===== config.mk =====
export PLATFORM = sky130hd
export DESIGN_NAME = serial_subtractor
export DESIGN_NICKNAME = d
export VERILOG_FILES = /design/src/rtl/serial_subtractor.sv
export SDC_FILE = /design/constraint.sdc
export NUM_CORES = 1
export LEC_CHECK = 0
export ABC_AREA = 1
export BUFFER_PORTS_ARGS = -buffer_cell sky130_fd_sc_hd__buf_2
export CAP_MARGIN = 20
export CELL_PAD_IN_SITES_DETAIL_PLACEMENT = 1
export CELL_PAD_IN_SITES_GLOBAL_PLACEMENT = 2
export CORE_ASPECT_RATIO = 0.9
export CORE_MARGIN = 10
export CORE_UTILIZATION = 30
export DETAILED_ROUTE_END_ITERATION = 8
export PLACE_DENSITY_LB_ADDON = 0.1
export SKIP_CTS_REPAIR_TIMING = 1
export SLEW_MARGIN = 15
export SYNTH_ARGS = -nofsm -noshare
export SYNTH_HDL_FRONTEND = slang
export SYNTH_SLANG_ARGS = --single-unit

===== constraint.sdc =====
create_clock -name clk -period 1.9 [get_ports clk]
set_clock_uncertainty 0.2 [all_clocks]
set_input_delay 0 -clock clk [delete_from_list [all_inputs] [get_ports clk]]
set_output_delay 0 -clock clk [all_outputs]
set_load 0.05 [all_outputs]

===== src/rtl/serial_subtractor.sv =====
// serial_subtractor: bit-serial a - b - bin, LSB first.
// The FSM steps IDLE -> SHIFT (WIDTH cycles) -> FINISH.
// diff/bout are loaded, and done is raised, on the edge that leaves SHIFT,
// so all three are visible together for the single FINISH cycle.
module serial_subtractor #(
    parameter int unsigned WIDTH = 8
) (
    input  logic             clk,
    input  logic             rst,
    input  logic             start,
    input  logic [WIDTH-1:0] a,
    input  logic [WIDTH-1:0] b,
    input  logic             bin,
    output logic             busy,
    output logic             done,
    output logic [WIDTH-1:0] diff,
    output logic             bout
);

    localparam int unsigned CW = $clog2(WIDTH);
    localparam logic [CW-1:0] CNT_LAST = CW'(WIDTH - 1);

    typedef enum logic [1:0] {
        ST_IDLE,
        ST_SHIFT,
        ST_FINISH
    } state_t;

    state_t           state_q, state_d;
    logic [WIDTH-1:0] a_sr_q, a_sr_d;
    logic [WIDTH-1:0] b_sr_q, b_sr_d;
    logic [WIDTH-1:0] res_q, res_d;
    logic             br_q, br_d;
    logic [CW-1:0]    cnt_q, cnt_d;
    logic             busy_q, busy_d;
    logic             done_q, done_d;
    logic [WIDTH-1:0] diff_q, diff_d;
    logic             bout_q, bout_d;

    // Full-subtract cell outputs and the result with the new bit shifted in
    logic             cell_x, cell_y, cell_d, cell_br;
    logic [WIDTH-1:0] res_shift;

    // Next-state, datapath and registered-output logic
    always_comb begin
        cell_x    = a_sr_q[0];
        cell_y    = b_sr_q[0];
        cell_d    = cell_x ^ cell_y ^ br_q;
        cell_br   = (~cell_x & cell_y) | (~(cell_x ^ cell_y) & br_q);
        res_shift = {cell_d, res_q[WIDTH-1:1]};

        state_d = state_q;
        a_sr_d  = a_sr_q;
        b_sr_d  = b_sr_q;
        res_d   = res_q;
        br_d    = br_q;
        cnt_d   = cnt_q;
        done_d  = 1'b0;
        diff_d  = diff_q;
        bout_d  = bout_q;

        case (state_q)
            ST_IDLE: begin
                if (start) begin
                    a_sr_d  = a;
                    b_sr_d  = b;
                    br_d    = bin;
                    res_d   = '0;
                    cnt_d   = '0;
                    state_d = ST_SHIFT;
                end
            end
            ST_SHIFT: begin
                a_sr_d = a_sr_q >> 1;
                b_sr_d = b_sr_q >> 1;
                res_d  = res_shift;
                br_d   = cell_br;
                if (cnt_q == CNT_LAST) begin
                    cnt_d   = '0;
                    diff_d  = res_shift;
                    bout_d  = cell_br;
                    done_d  = 1'b1;
                    state_d = ST_FINISH;
                end else begin
                    cnt_d = cnt_q + 1'b1;
                end
            end
            ST_FINISH: begin
                state_d = ST_IDLE;
            end
            default: begin
                state_d = ST_IDLE;
            end
        endcase

        busy_d = (state_d != ST_IDLE);
    end

    // State and output registers with synchronous reset
    always_ff @(posedge clk) begin
        if (rst) begin
            state_q <= ST_IDLE;
            a_sr_q  <= '0;
            b_sr_q  <= '0;
            res_q   <= '0;
            br_q    <= 1'b0;
            cnt_q   <= '0;
            busy_q  <= 1'b0;
            done_q  <= 1'b0;
            diff_q  <= '0;
            bout_q  <= 1'b0;
        end else begin
            state_q <= state_d;
            a_sr_q  <= a_sr_d;
            b_sr_q  <= b_sr_d;
            res_q   <= res_d;
            br_q    <= br_d;
            cnt_q   <= cnt_d;
            busy_q  <= busy_d;
            done_q  <= done_d;
            diff_q  <= diff_d;
            bout_q  <= bout_d;
        end
    end

    assign busy = busy_q;
    assign done = done_q;
    assign diff = diff_q;
    assign bout = bout_q;

endmodule


==> reports/metrics.cfg, run 1 <==
[outcome]
status = finished with violations
failed_checks = negative hold slack

[timing]
slew_viol_final = 0
layout_min_cycle_time_ns = 1.735
setup_tns_ns = 0
period_share_pct = 91.33
hold_violations = 4
slew_headroom_pct = 73.45
max_freq_mhz = 576.3
hold_slack_ns = -0.05036
rsz0062_at_grt = false
worst_slew_pin_slew_ns = 0.3958
setup_viol = 0

[detailed_routing]
vias = 1651
drt-pass1-iter-count = 4
finalWirelength_mm = 4.821
drc = 0
viasPerCell = 4.486
drt_iter0_markers = 26
wl_per_cell_um = 13.10
ant_nets = 0

[worst_setup_path]
cp_max_fo = 8
cp-start-kind = flip-flop
arrival_ns = 1.73
critPathKind = reg2reg
required_ns = 1.89
cp-end-kind = flip-flop

[global_routing]
grt_pass1_vias = 1692
gr-total-overflow = 0
grt_pass1_wl_mm = 7.976
antenna_found_initial = 0
grt_max_degree = 17
grt_util_all_layers_pct = 10.51

[cts]
htree_num_levels = 2
numCtsBuffers = 5
cts.clk_slew.worst_paths_ns = 0.08
cts_num_sinks = 40
clkLatencyLatePin_ns = 0.29
clockBufferDepth = 2
cts_tree = yes
cts-root-buf = clkbuf_8

[yosys]
ys_seq_area_share_pct = 45.81
yosys_warnings = 0
syn_avg_cell_area_um2 = 7.283
synthDistinctLibCells = 21
post-synth-top-area-cell = dfxtp_1
ys_top_cells_by_area = dfxtp_1, nand2_1, nand3_1
syn-num-nets = 263
syn_inst = 240
ys_ff_latch = 40
synth.top_cell.area_share_pct = 45.81
synth_area_mm2 = 0.001748

[final_layout]
area_delta_synth_final_pct = 33.21
fin_util_pct = 41.14
final_cells = 368
n_antenna_cell = 0
design_area_mm2 = 0.002328
layout.nets = 320
layout-drive-gt1-share_pct = 18.79

[die]
die_w_um = 100.5
initial_utilization_pct = 30.88
die_h_um = 92.42
die-area_mm2 = 0.009284
num_io_pins = 31
row_count = 26
core-area_mm2 = 0.005660

[job]
maxCapViolCount = 0

[power_and_ir_drop]
ir_drop_v = 0.0004221
power_uw = 1942
leakagePower_uw = 0.001114
powerDensity_mw_per_mm2 = 834.1

[place]
numPortBuffers = 30
dp.cells = 339
dpl.hpwl_mm = 3.403
placed_area_mm2 = 0.001992
gp_congestion = 0.6926

[min_path]
hold_class = in2reg

-- worst paths after layout --
kind,cells past startpoint,to,slack [ns],start
worst max-delay path,6,b_sr_q[5],0.16,state_q[1]
worst min-delay path,4,b_sr_q[3],-0.05,start
worst max register to register,6,b_sr_q[5],0.16,state_q[1]
worst min register to register,2,diff[3],0.27,diff[3]
-- stage by stage --
step | setup WS [ns] | hold WS [ns]
5_1_grt | 0.04381 | -0.001647
3_3_place_gp | 0.2678 | 0.02833
6_report | 0.1647 | -0.05036
3_5_place_dp | 0.2259 | 0.04115
4_1_cts | 0.1939 | -0.2652
2_1_floorplan | 0.5532 | -0.1309
-- state kept, by name, summed over array words and instances (netlist names) --
name and flops:
a_sr_q 8, b_sr_q 8, bout 1, br_q 1
busy 1, cnt_q 3, diff 8, done 1
res_q 7, state_q 2
-- cell type report --
cell class	instances	area [µm²]
clock buffers	7	96.34
clock inverters	1	30.03
fillers	730	3332
inverters	30	112.6
multi-input cells	160	760.7
flip-flops and latches	40	800.8
well taps	70	87.58
repair buffers	60	440.4
-- placed cells by master, fill, tap and decap left out --
cell and count:
o21a_1 1, nor2_4 1, buf_4 8, clkinv_1 1, inv_2 4, nand3b_1 9, fa_1 1, buf_2 30
nand2_1 56, nor2_1 33, nor3_1 7, bufinv_16 1, nand3_1 32, nand2_4 1, ha_1 2, a21oi_1 11
dfxtp_1 40, o21ai_0 3, nand2_2 3, clkbuf_8 7, dlygate4sd3_1 21, inv_1 25, buf_12 1
-- Yosys cell counts --
library cell / count
buf_4: 3
ha_1: 2
o21a_1: 1
nand3b_1: 9
nand2_4: 1
dfxtp_1: 40
clkinv_1: 1
a21oi_1: 11
clkbuf_1: 2
o21ai_0: 3
inv_2: 4
nor2_4: 1
nand3_1: 32
nand2_1: 56
fa_1: 1
nand2_2: 3
buf_2: 2
nor2_1: 33
buf_6: 3
nor3_1: 7
inv_1: 25
-- cells by family after synthesis --
| group | share of synthesized area, % |
|---|---|
| AND/OR/NAND/NOR | 36.51 |
| buffers and inverters | 10.67 |
| adder cells (fa/ha/maj) | 2.577 |
| flip-flops | 45.81 |
| AO/OA/AOI/OAI | 4.438 |
-- worst max-delay path, cell delays in order, from the launching register on --
cell and delay (ns):
dfxtp_1 0.35, nor2_1 0.14, buf_4 0.18, nand3b_1 0.09, dlygate4sd3_1 0.56, nand3_1 0.08
nor2_1 0.04
-- metal layers --
metal | share of wire, % | track usage [%] | vias to the layer above
met1 | 49 | 13.29 | 759
met5 | 0 | 0 | -
li1 | - | - | 862
met2 | 45 | 16.54 | 25
met4 | 0.97 | 3.176 | 0
met3 | 4.9 | 3.418 | 5
-- power by group --
group	switching [µW]	internal, µW	leakage [µW]
clock	303	464	0.0000645
sequential	19.5	879	0.000327
combinational	152	124	0.000722
Note: power is estimated with default switching activity, not from simulation.
==> run 2: changes to the inputs <==
Settings changed: RECOVER_POWER set to 25.
==> reports/metrics.cfg, run 2 (same netlist as run 1, synthesis figures left out) <==
[global_routing]
grt_max_degree = 17
antenna_found_initial = 0
gr-total-overflow = 0
grt_pass1_wl_mm = 7.976
grt_pass1_vias = 1692
grt_util_all_layers_pct = 10.51

[worst_setup_path]
rr_worst_depth = 6
crit_top_cell = nor2_1
worstReg2RegEnd = b_sr_q[5]
critical-path-top-delay-family = buffers and inverters
required_ns = 1.89
cp-end-kind = flip-flop
cp-start-kind = flip-flop
critPathKind = reg2reg
arrival_ns = 1.73
reg2reg_from = state_q[1]
max_stage_delay_ns = 0.56
reg2reg_setup_slack_ns = 0.16
worst-path-buf-inv = 2
worst_path_max_delay_cell = dlygate4sd3_1
worstSetupStartpoint = state_q[1]
cp_max_fo = 8
path_cells = nor2_1 > buf_4 > nand3b_1 > dlygate4sd3_1 > nand3_1 > nor2_1

[power_and_ir_drop]
powerDensity_mw_per_mm2 = 839.7
ir_drop_v = 0.0004231
leakagePower_uw = 0.001066

[die]
core-area_mm2 = 0.005660
row_count = 26
initial_utilization_pct = 30.88
die-area_mm2 = 0.009284
die_w_um = 100.5
num_io_pins = 31
die_h_um = 92.42

[final_layout]
final_common_cell = nand2_1
final_cells = 368
fin_util_pct = 40.89
final_cell_mix = nand2_1, dfxtp_1, nor2_1
register_area_um2 = 800.8
fillCellCount = 734
design_area_mm2 = 0.002315
area_delta_synth_final_pct = 32.43
n_antenna_cell = 0
layout-drive-gt1-share_pct = 15.10
multi_input_area_um2 = 760.7
layout.nets = 320

[outcome]
failed_checks = negative hold slack
status = finished with violations

[place]
dp.cells = 339
dpl.hpwl_mm = 3.403
placed_area_mm2 = 0.001992
gp_congestion = 0.6926
pre_cts_ws_ns = 0.2259
numPortBuffers = 30

[timing]
rsz0062_at_grt = false
slew_viol_final = 0
setup_viol = 0
max_freq_mhz = 576.2
hold_slack_ns = -0.04903
period_share_pct = 91.34
setup_ws_ns = 0.1646
hold_violations = 4
worst_slew_pin_slew_ns = 0.6084
setup_tns_ns = 0
slew_headroom_pct = 59.62
layout_min_cycle_time_ns = 1.735

[cts]
clockBufferDepth = 2
cts_tree = yes
cts.clk_slew.worst_paths_ns = 0.08
cts-root-buf = clkbuf_8
cts_num_sinks = 40
htree_num_levels = 2
clkLatencyLatePin_ns = 0.29
numCtsBuffers = 5

[min_path]
hold_class = in2reg
whs_endpoint = b_sr_q[3]
hp-start = start
hold_depth = 4

[detailed_routing]
ant_nets = 0
drt-pass1-iter-count = 4
viasPerCell = 4.473
wl_per_cell_um = 13.10
drc = 0
finalWirelength_mm = 4.820
drt_iter0_markers = 35
vias = 1646

[job]
maxCapViolCount = 0

[run 2: layer usage]
metal  share of wire [%]  wire, µm  track usage (%)
met2                  45      2171            16.54
met4                0.98        47            3.176
met3                 4.8       232            3.418
met5                   0         0                0
met1                  49      2368            13.29
[run 2: worst register-to-register path, cell delays in order, from the launching register on]
cell,delay (ns)
dfxtp_1,0.35
nor2_1,0.14
buf_4,0.18
nand3b_1,0.09
dlygate4sd3_1,0.56
nand3_1,0.08
nor2_1,0.04
[run 2: worst max-delay path by stage]
stage | slack, ns | to | cells after the start
6_report | 0.16 | b_sr_q[5] | 6
5_1_grt | 0.04 | diff[6] | 8
4_1_cts | 0.19 | diff[6] | 8
3_5_place_dp | 0.23 | diff[6] | 8
3_3_place_gp | 0.27 | diff[6] | 8
2_1_floorplan | 0.55 | diff[7] | 8
[run 2: where the power goes]
| part | leakage, µW | internal, µW | total (µW) | switching (µW) |
|---|---|---|---|---|
| logic | 0.000674 | 124 | 276 | 152 |
| clock network | 0.0000645 | 464 | 769 | 305 |
| registers | 0.000327 | 879 | 899 | 19.6 |
| total | 0.00107 | 1470 | 1940 | 477 |
[run 2: metrics by stage]
stage / power [µW] / hold slack [ns]
after floorplan: 1086 / -0.1309
after global placement: 1164 / 0.02833
after detailed placement: 1166 / 0.04115
after CTS: 1942 / -0.2652
after global routing: 2048 / -0.001647
final: 1944 / -0.04903
[run 2: area by class of cell]
class,count,share of cell area (%)
Sequential cell,40,34.59
Clock buffer,7,4.162
Inverter,30,4.865
Timing Repair Buffer,60,18.43
Multi-Input combinational cell,160,32.86
Tap cell,70,3.784
Clock inverter,1,1.297
